**config.mk**
```make
export PLATFORM = sky130hd
export DESIGN_NAME = switch_input_ctrl
export DESIGN_NICKNAME = d
export VERILOG_FILES = /design/src/rtl/switch_input_ctrl.sv
export SDC_FILE = /design/constraint.sdc
export NUM_CORES = 1
export LEC_CHECK = 0
export CAP_MARGIN = 15
export CORE_MARGIN = 5
export CORE_UTILIZATION = 25
export DETAILED_ROUTE_END_ITERATION = 8
export GPL_TIMING_DRIVEN = 0
export PLACE_DENSITY = 0.45
export SYNTH_ARGS = -nofsm -noshare
export SYNTH_HDL_FRONTEND = slang
export SYNTH_SLANG_ARGS = --single-unit
```
**constraint.sdc**
```tcl
create_clock -name clk -period 2.3 [get_ports clk]
set_input_delay 0.46 -clock clk [delete_from_list [all_inputs] [get_ports clk]]
set_output_delay 0.46 -clock clk [all_outputs]
set_load 0.02 [all_outputs]
```
**src/rtl/switch_input_ctrl.sv**
```systemverilog
// Switch-entry front end: syncs/debounces submit and clear, captures sw, and issues exactly one
// write per entry to the switch register. Define SWCTRL_TIMEOUT_EN to drop entries stuck waiting.
module switch_input_ctrl #(
  parameter int unsigned DEBOUNCE_CYCLES = 1000000,
  parameter int unsigned TIMEOUT_CYCLES  = 50000000
) (
  input  logic        clk,
  input  logic        rst_n,
  input  logic [15:0] sw,
  input  logic        btn_submit,
  input  logic        btn_clear,
  input  logic        reg_ready,
  output logic [31:0] wr_data,
  output logic        wr_en,
  output logic        busy,
  output logic        err_overrun,
  output logic        err_timeout
);

  localparam int unsigned DbW = (DEBOUNCE_CYCLES > 1) ? $clog2(DEBOUNCE_CYCLES) : 1;
  localparam logic [DbW-1:0] DbLast = DbW'(DEBOUNCE_CYCLES - 1);

  localparam logic [1:0] StIdle  = 2'd0;
  localparam logic [1:0] StWait  = 2'd1;
  localparam logic [1:0] StWrite = 2'd2;

  if (DEBOUNCE_CYCLES < 1 || TIMEOUT_CYCLES < 1) begin : gen_param_check
    $error("switch_input_ctrl: DEBOUNCE_CYCLES and TIMEOUT_CYCLES must be at least 1");
  end

  // Bit 0 is submit, bit 1 is clear throughout.
  logic [15:0] sw_s1_q, sw_s2_q;
  logic [1:0]  btn_s1_q, btn_s2_q;

  always_ff @(posedge clk or negedge rst_n) begin
    if (!rst_n) begin
      sw_s1_q  <= '0;
      sw_s2_q  <= '0;
      btn_s1_q <= '0;
      btn_s2_q <= '0;
    end else begin
      sw_s1_q  <= sw;
      sw_s2_q  <= sw_s1_q;
      btn_s1_q <= {btn_clear, btn_submit};
      btn_s2_q <= btn_s1_q;
    end
  end

  logic [1:0]     db_lvl_q, db_lvl_d;
  logic [1:0]     db_ev_q, db_ev_d;
  logic [DbW-1:0] db_cnt_q [2];
  logic [DbW-1:0] db_cnt_d [2];

  always_comb begin
    db_lvl_d = db_lvl_q;
    db_ev_d  = '0;
    for (int i = 0; i < 2; i++) begin
      db_cnt_d[i] = '0;
      if (btn_s2_q[i] != db_lvl_q[i]) begin
        if (db_cnt_q[i] == DbLast) begin
          db_lvl_d[i] = btn_s2_q[i];
          db_ev_d[i]  = btn_s2_q[i];
        end else begin
          db_cnt_d[i] = db_cnt_q[i] + 1'b1;
        end
      end
    end
  end

  always_ff @(posedge clk or negedge rst_n) begin
    if (!rst_n) begin
      db_lvl_q    <= '0;
      db_ev_q     <= '0;
      db_cnt_q[0] <= '0;
      db_cnt_q[1] <= '0;
    end else begin
      db_lvl_q    <= db_lvl_d;
      db_ev_q     <= db_ev_d;
      db_cnt_q[0] <= db_cnt_d[0];
      db_cnt_q[1] <= db_cnt_d[1];
    end
  end

  logic sub_ev, clr_ev;
  assign sub_ev = db_ev_q[0];
  assign clr_ev = db_ev_q[1];

  logic [1:0]  state_q, state_d;
  logic [15:0] wr_data_q, wr_data_d;
  logic        wr_en_q, wr_en_d;
  logic        ovr_q, ovr_d;

`ifdef SWCTRL_TIMEOUT_EN
  localparam int unsigned ToW = (TIMEOUT_CYCLES > 1) ? $clog2(TIMEOUT_CYCLES) : 1;
  localparam logic [ToW-1:0] ToLast = ToW'(TIMEOUT_CYCLES - 1);

  logic [ToW-1:0] to_cnt_q, to_cnt_d;
  logic           tmo_q, tmo_d;
`endif

  always_comb begin
    state_d   = state_q;
    wr_data_d = wr_data_q;
    ovr_d     = ovr_q;
`ifdef SWCTRL_TIMEOUT_EN
    tmo_d     = tmo_q;
    to_cnt_d  = '0;
`endif
    case (state_q)
      StWait: begin
        if (clr_ev) begin
          state_d = StIdle;
          ovr_d   = 1'b0;
`ifdef SWCTRL_TIMEOUT_EN
          tmo_d   = 1'b0;
`endif
        end else if (sub_ev) begin
          // Latest entry wins; the timeout restarts via the zero default.
          ovr_d     = 1'b1;
          wr_data_d = sw_s2_q;
        end else if (reg_ready) begin
          state_d = StWrite;
`ifdef SWCTRL_TIMEOUT_EN
        end else if (to_cnt_q == ToLast) begin
          state_d = StIdle;
          tmo_d   = 1'b1;
        end else begin
          to_cnt_d = to_cnt_q + 1'b1;
`endif
        end
      end
      default: begin
        // Idle and the write cycle behave alike: the strobe is already registered.
        state_d = StIdle;
        if (clr_ev) begin
          ovr_d = 1'b0;
`ifdef SWCTRL_TIMEOUT_EN
          tmo_d = 1'b0;
`endif
        end else if (sub_ev) begin
          wr_data_d = sw_s2_q;
          state_d   = StWait;
        end
      end
    endcase
  end

  assign wr_en_d = (state_d == StWrite);

  always_ff @(posedge clk or negedge rst_n) begin
    if (!rst_n) begin
      state_q   <= StIdle;
      wr_data_q <= '0;
      wr_en_q   <= 1'b0;
      ovr_q     <= 1'b0;
    end else begin
      state_q   <= state_d;
      wr_data_q <= wr_data_d;
      wr_en_q   <= wr_en_d;
      ovr_q     <= ovr_d;
    end
  end

`ifdef SWCTRL_TIMEOUT_EN
  always_ff @(posedge clk or negedge rst_n) begin
    if (!rst_n) begin
      to_cnt_q <= '0;
      tmo_q    <= 1'b0;
    end else begin
      to_cnt_q <= to_cnt_d;
      tmo_q    <= tmo_d;
    end
  end

  assign err_timeout = tmo_q;
`else
  assign err_timeout = 1'b0;
`endif

  assign wr_data     = {16'h0000, wr_data_q};
  assign wr_en       = wr_en_q;
  assign busy        = (state_q != StIdle);
  assign err_overrun = ovr_q;

endmodule

```
-- Word level (Yosys, flattened, before mapping)
Index checks and enable logic that the tools add are counted.
- output and inout bits: 36
- word-level logic and storage cells: 47
- bits in registers: 100
- add/subtract/negate cells: 2
- reduce and logical (&&, ||, !) cells: 7
- bitwise logic cells: 1
- equal/unequal tests: 6
- multiplexer cells: 18
- operators with widths (operator ; count):
    20-bit 2-to-1 mux ; 4
    20-bit by 1-bit adder with 20-bit output (second input constant) ; 2
    20-bit == test (second input constant) ; 2
    1-bit 2-to-1 mux ; 10
    2-bit 2-to-1 mux ; 4
    2-bit AND reduction ; 4
    2-bit nonzero test ; 3
    2-bit by 1-bit == test with 1-bit output (second input constant) ; 1
    2-bit == test (second input constant) ; 1
    1-bit != test ; 2
    1-bit inverter ; 1

-- Logic depth before layout (Yosys ltp)
- depth in word-level cells: 5
- depth in mapped cells: 6
- mapped depth without buffers: 5

-- Least setup slack after synthesis
Ideal clock, no wire load.
- kind: register -> register
- start point: reg db_cnt_q[26] (netlist bit)
- end point: reg db_lvl_q[0]
- slack: 0.325 ns
- data required time: 2.172 ns
- setup time: 0.128 ns
- arrival: 1.848 ns
- clock period less this slack: 1.975 ns
- cell stages (with the launch flop): 5
- cells stage by stage: dfrtp_1 -> or4b_1 -> or4_1 -> nor2_1 -> mux2_1
- cells in the longest elaborated chain, start to end: 2
- ends and longest elaborated chain (what ; RTL line ; RTL):
    start: declaration ; 51 ; logic [DbW-1:0] db_cnt_q [2];
    20-bit == test ; 60 ; if (db_cnt_q[i] == DbLast) begin
    2-bit AND reduction (no line) ; n/a ;
    end signal: assignment ; 77 ; db_lvl_q <= db_lvl_d;
    end: declaration ; 49 ; logic [1:0] db_lvl_q, db_lvl_d;
Every way passes these cells.
A chain may end at the register's enable or synchronous reset.

==> metrics.yaml <==
status: "complete, no violations"
fin_setup_tns_ns: 0
synth_edf_count: 0
initial_core_util_pct: 25.2
finalCritPeriodShare_pct: 93.1
gp_congestion: 0.743
peakVddDrop_mv: 0.335
antenna_cells: 0
setup_viol: 0
fin_area_sq_mm: 0.00503
synthTopCellsByCount: "100 x dfrtp_1, 34 x nor2_1, 17 x buf_4"
antenna_found_initial: 0
start_kind: "flop"
rrSetupSlack_ns: 0.16
cts_tree: "built"
cts_setup_buffers: 0
synth_area_sq_mm: 0.00396
postCtsResizedCells: 0
die_h_um: 136
die-area_sq_mm: 0.0184
clock-root-buffer: "clkbuf_16"
critPathKind: "flop to flop"
powerDensity_mw_per_mm2: 721
num_rows: 46
drive_above_1_share_pct: 15.4
syn2layout_area_growth_pct: 27.2
max_freq_mhz: 467
rsz0062_at_grt: "no"
critPathArrivalTime_ns: 2.37
coreArea_sq_mm: 0.0157
critPathCaptureType: "flop"
ys.flop_type: "dfrtp_1"
drt_iter0_drc: 130
cpPeakStageDelay_ns: 0.55
period_needed_ns: 2.14
worst_pin_slew_ns: 0.607
r2r_end: "db_cnt_q[24]"
hold_path.class: "input port to asynchronous set/reset pin"
endpoint: "db_cnt_q[24]"
critical-path-slowest-cell: "or4_1"
grt_pass1_wl_mm: 12.2
synth.area.top_cells: "dfrtp_1 63%, mux2_2 4.6%, xor2_1 3.3%"
firstDrtPassIters: 4
syn_inst: 325
final_net_count: 415
synth_most_common_cell: "dfrtp_1"
path_cells: "or4b_1 > or4_1 > o21ai_1 > buf_2 > nor2_1"
clk_path_buf_depth: 2
final_antenna_net_count: 0
total_leakage_power_nw: 2.17
n_fill_cell: 1580
die_width_um: 136
grt_max_degree: 72
numCtsBuffers: 9
cpLargestDelayFamily: "simple AND/OR/NAND/NOR gates"
vias: 2506
drc: 0
track_usage_pct: 8.41
fin_ws_ns: 0.159
crit_fanout: 10
yosysTopAreaCellShare_pct: 63.3
synth_cell_types: 39
grt_pass1_vias: 2526
path_clk_slew_ns: 0.07
async_flop_share_pct: 100
finalHoldViolCount: 0
wl_per_cell_um: 11.7
via_per_inst: 4.09
dpl_cell_area_sq_mm: 0.00470
clk_latency_ns: 0.34
postCtsHoldBufs: 0
grt-ovfl-total: 0
drv_cap: 0
yosys_warnings: 0
crit_path_start: "db_cnt_q[26]"
dp_hpwl_mm: 4.96
crit_buf_inv: 1
reg2regPathDepth: 5
syn_avg_cell_area_sq_um: 12.2
r2r_start: "db_cnt_q[26]"
worst_clock_skew_ns: 0.00494
ctsHtreeMaxLevel: 3
final_max_slew_viol_count: 0
synth-seq-cells: 100
yosys.area.top_type: "dfrtp_1"
yosysSeqAreaShare_pct: 63.3
cp_num_cells: 5
crit_required_ns: 2.53
cts_sinks: 100
drt_wl_total_mm: 7.19
maxSlewHeadroom_pct: 59.6
pin_count: 57
place_ws_ns: 0.162
portBuffers: 39
## flip-flops by register name, summed over array words and instances, names as in the netlist
signal,flops
btn_s1_q,2
btn_s2_q,2
db_cnt_q,40
db_ev_q,2
db_lvl_q,2
err_overrun,1
state_q,2
sw_s1_q,16
sw_s2_q,16
wr_data_q,16
wr_en,1
## logic make-up (layout without fill, tap and decap cells)
kind of cell / after synthesis / count (layout) / share of synthesized area (%)
and+or+nand+nor: 118 / 118 / 16.3
muxes: 18 / 18 / 5.12
adders and majority gates: 2 / 2 / 0.632
DFF: 100 / 100 / 63.3
buffers and inverters: 33 / 89 / 4.87
AOI/OAI and AO/OA: 27 / 27 / 3.98
xor gates and xnor gates: 26 / 26 / 5.76
other: 1 / 17 / 0.0948
## cell usage in the layout, fill, tap and decap left out, types with 8 or more instances in the layout
cell / n
dfrtp_1: 100
clkdlybuf4s50_1: 38
nor2_1: 34
buf_4: 18
conb_1: 17
mux2_2: 16
nand3_1: 15
xor2_1: 15
nand2_1: 13
a21oi_1: 11
xnor2_1: 11
or4_1: 9
clkbuf_16: 9
nand4_1: 8
## per-layer routing
| layer | up-vias | track usage [%] | wire, um |
|---|---|---|---|
| li1 | 1235 | - | - |
| met1 | 1215 | 10.9 | 3530 |
| met2 | 44 | 12.8 | 3150 |
| met3 | 12 | 2.27 | 340 |
| met4 | 0 | 4.54 | 170 |
| met5 | - | 0 | 0 |
## report_power, final
part	internal [mW]	switching, mW	total, mW
sequential	1.80	0.0183	1.82
clock	0.973	0.685	1.66
combinational	0.0654	0.0888	0.154
## worst min-delay path by stage
stage | to | cells after the start
floorplan | btn_s1_q[0] | 0
global placement | sw_s2_q[3] | 0
detailed placement | sw_s2_q[7] | 0
CTS | db_cnt_q[25] | 1
global route | db_cnt_q[25] | 1
finish | db_cnt_q[8] | 1
## through the flow
step	power (mW)	instances	hold slack [ns]	util (%)
2_1_floorplan	1.92	341	0.164	-
3_3_place_gp	2.00	596	0.333	29.8
3_5_place_dp	2.01	597	0.336	29.9
4_1_cts	3.70	613	0.0619	32.0
5_1_grt	3.80	613	0.0892	32.0
6_report	3.63	613	0.0538	32.0
## final cells by class
class	instances	area [sq um]	share of cell area (%)
flip-flops and latches	100	2500	49.7
clock inverters	7	105	2.09
repair buffers	40	415	8.25
well taps	216	270	5.37
plain buffers	27	170	3.38
clock buffers	9	225	4.48
multi-input cells	208	1320	26.3
inverters	6	22.5	0.448
Power figures use the tool's default switching activity.
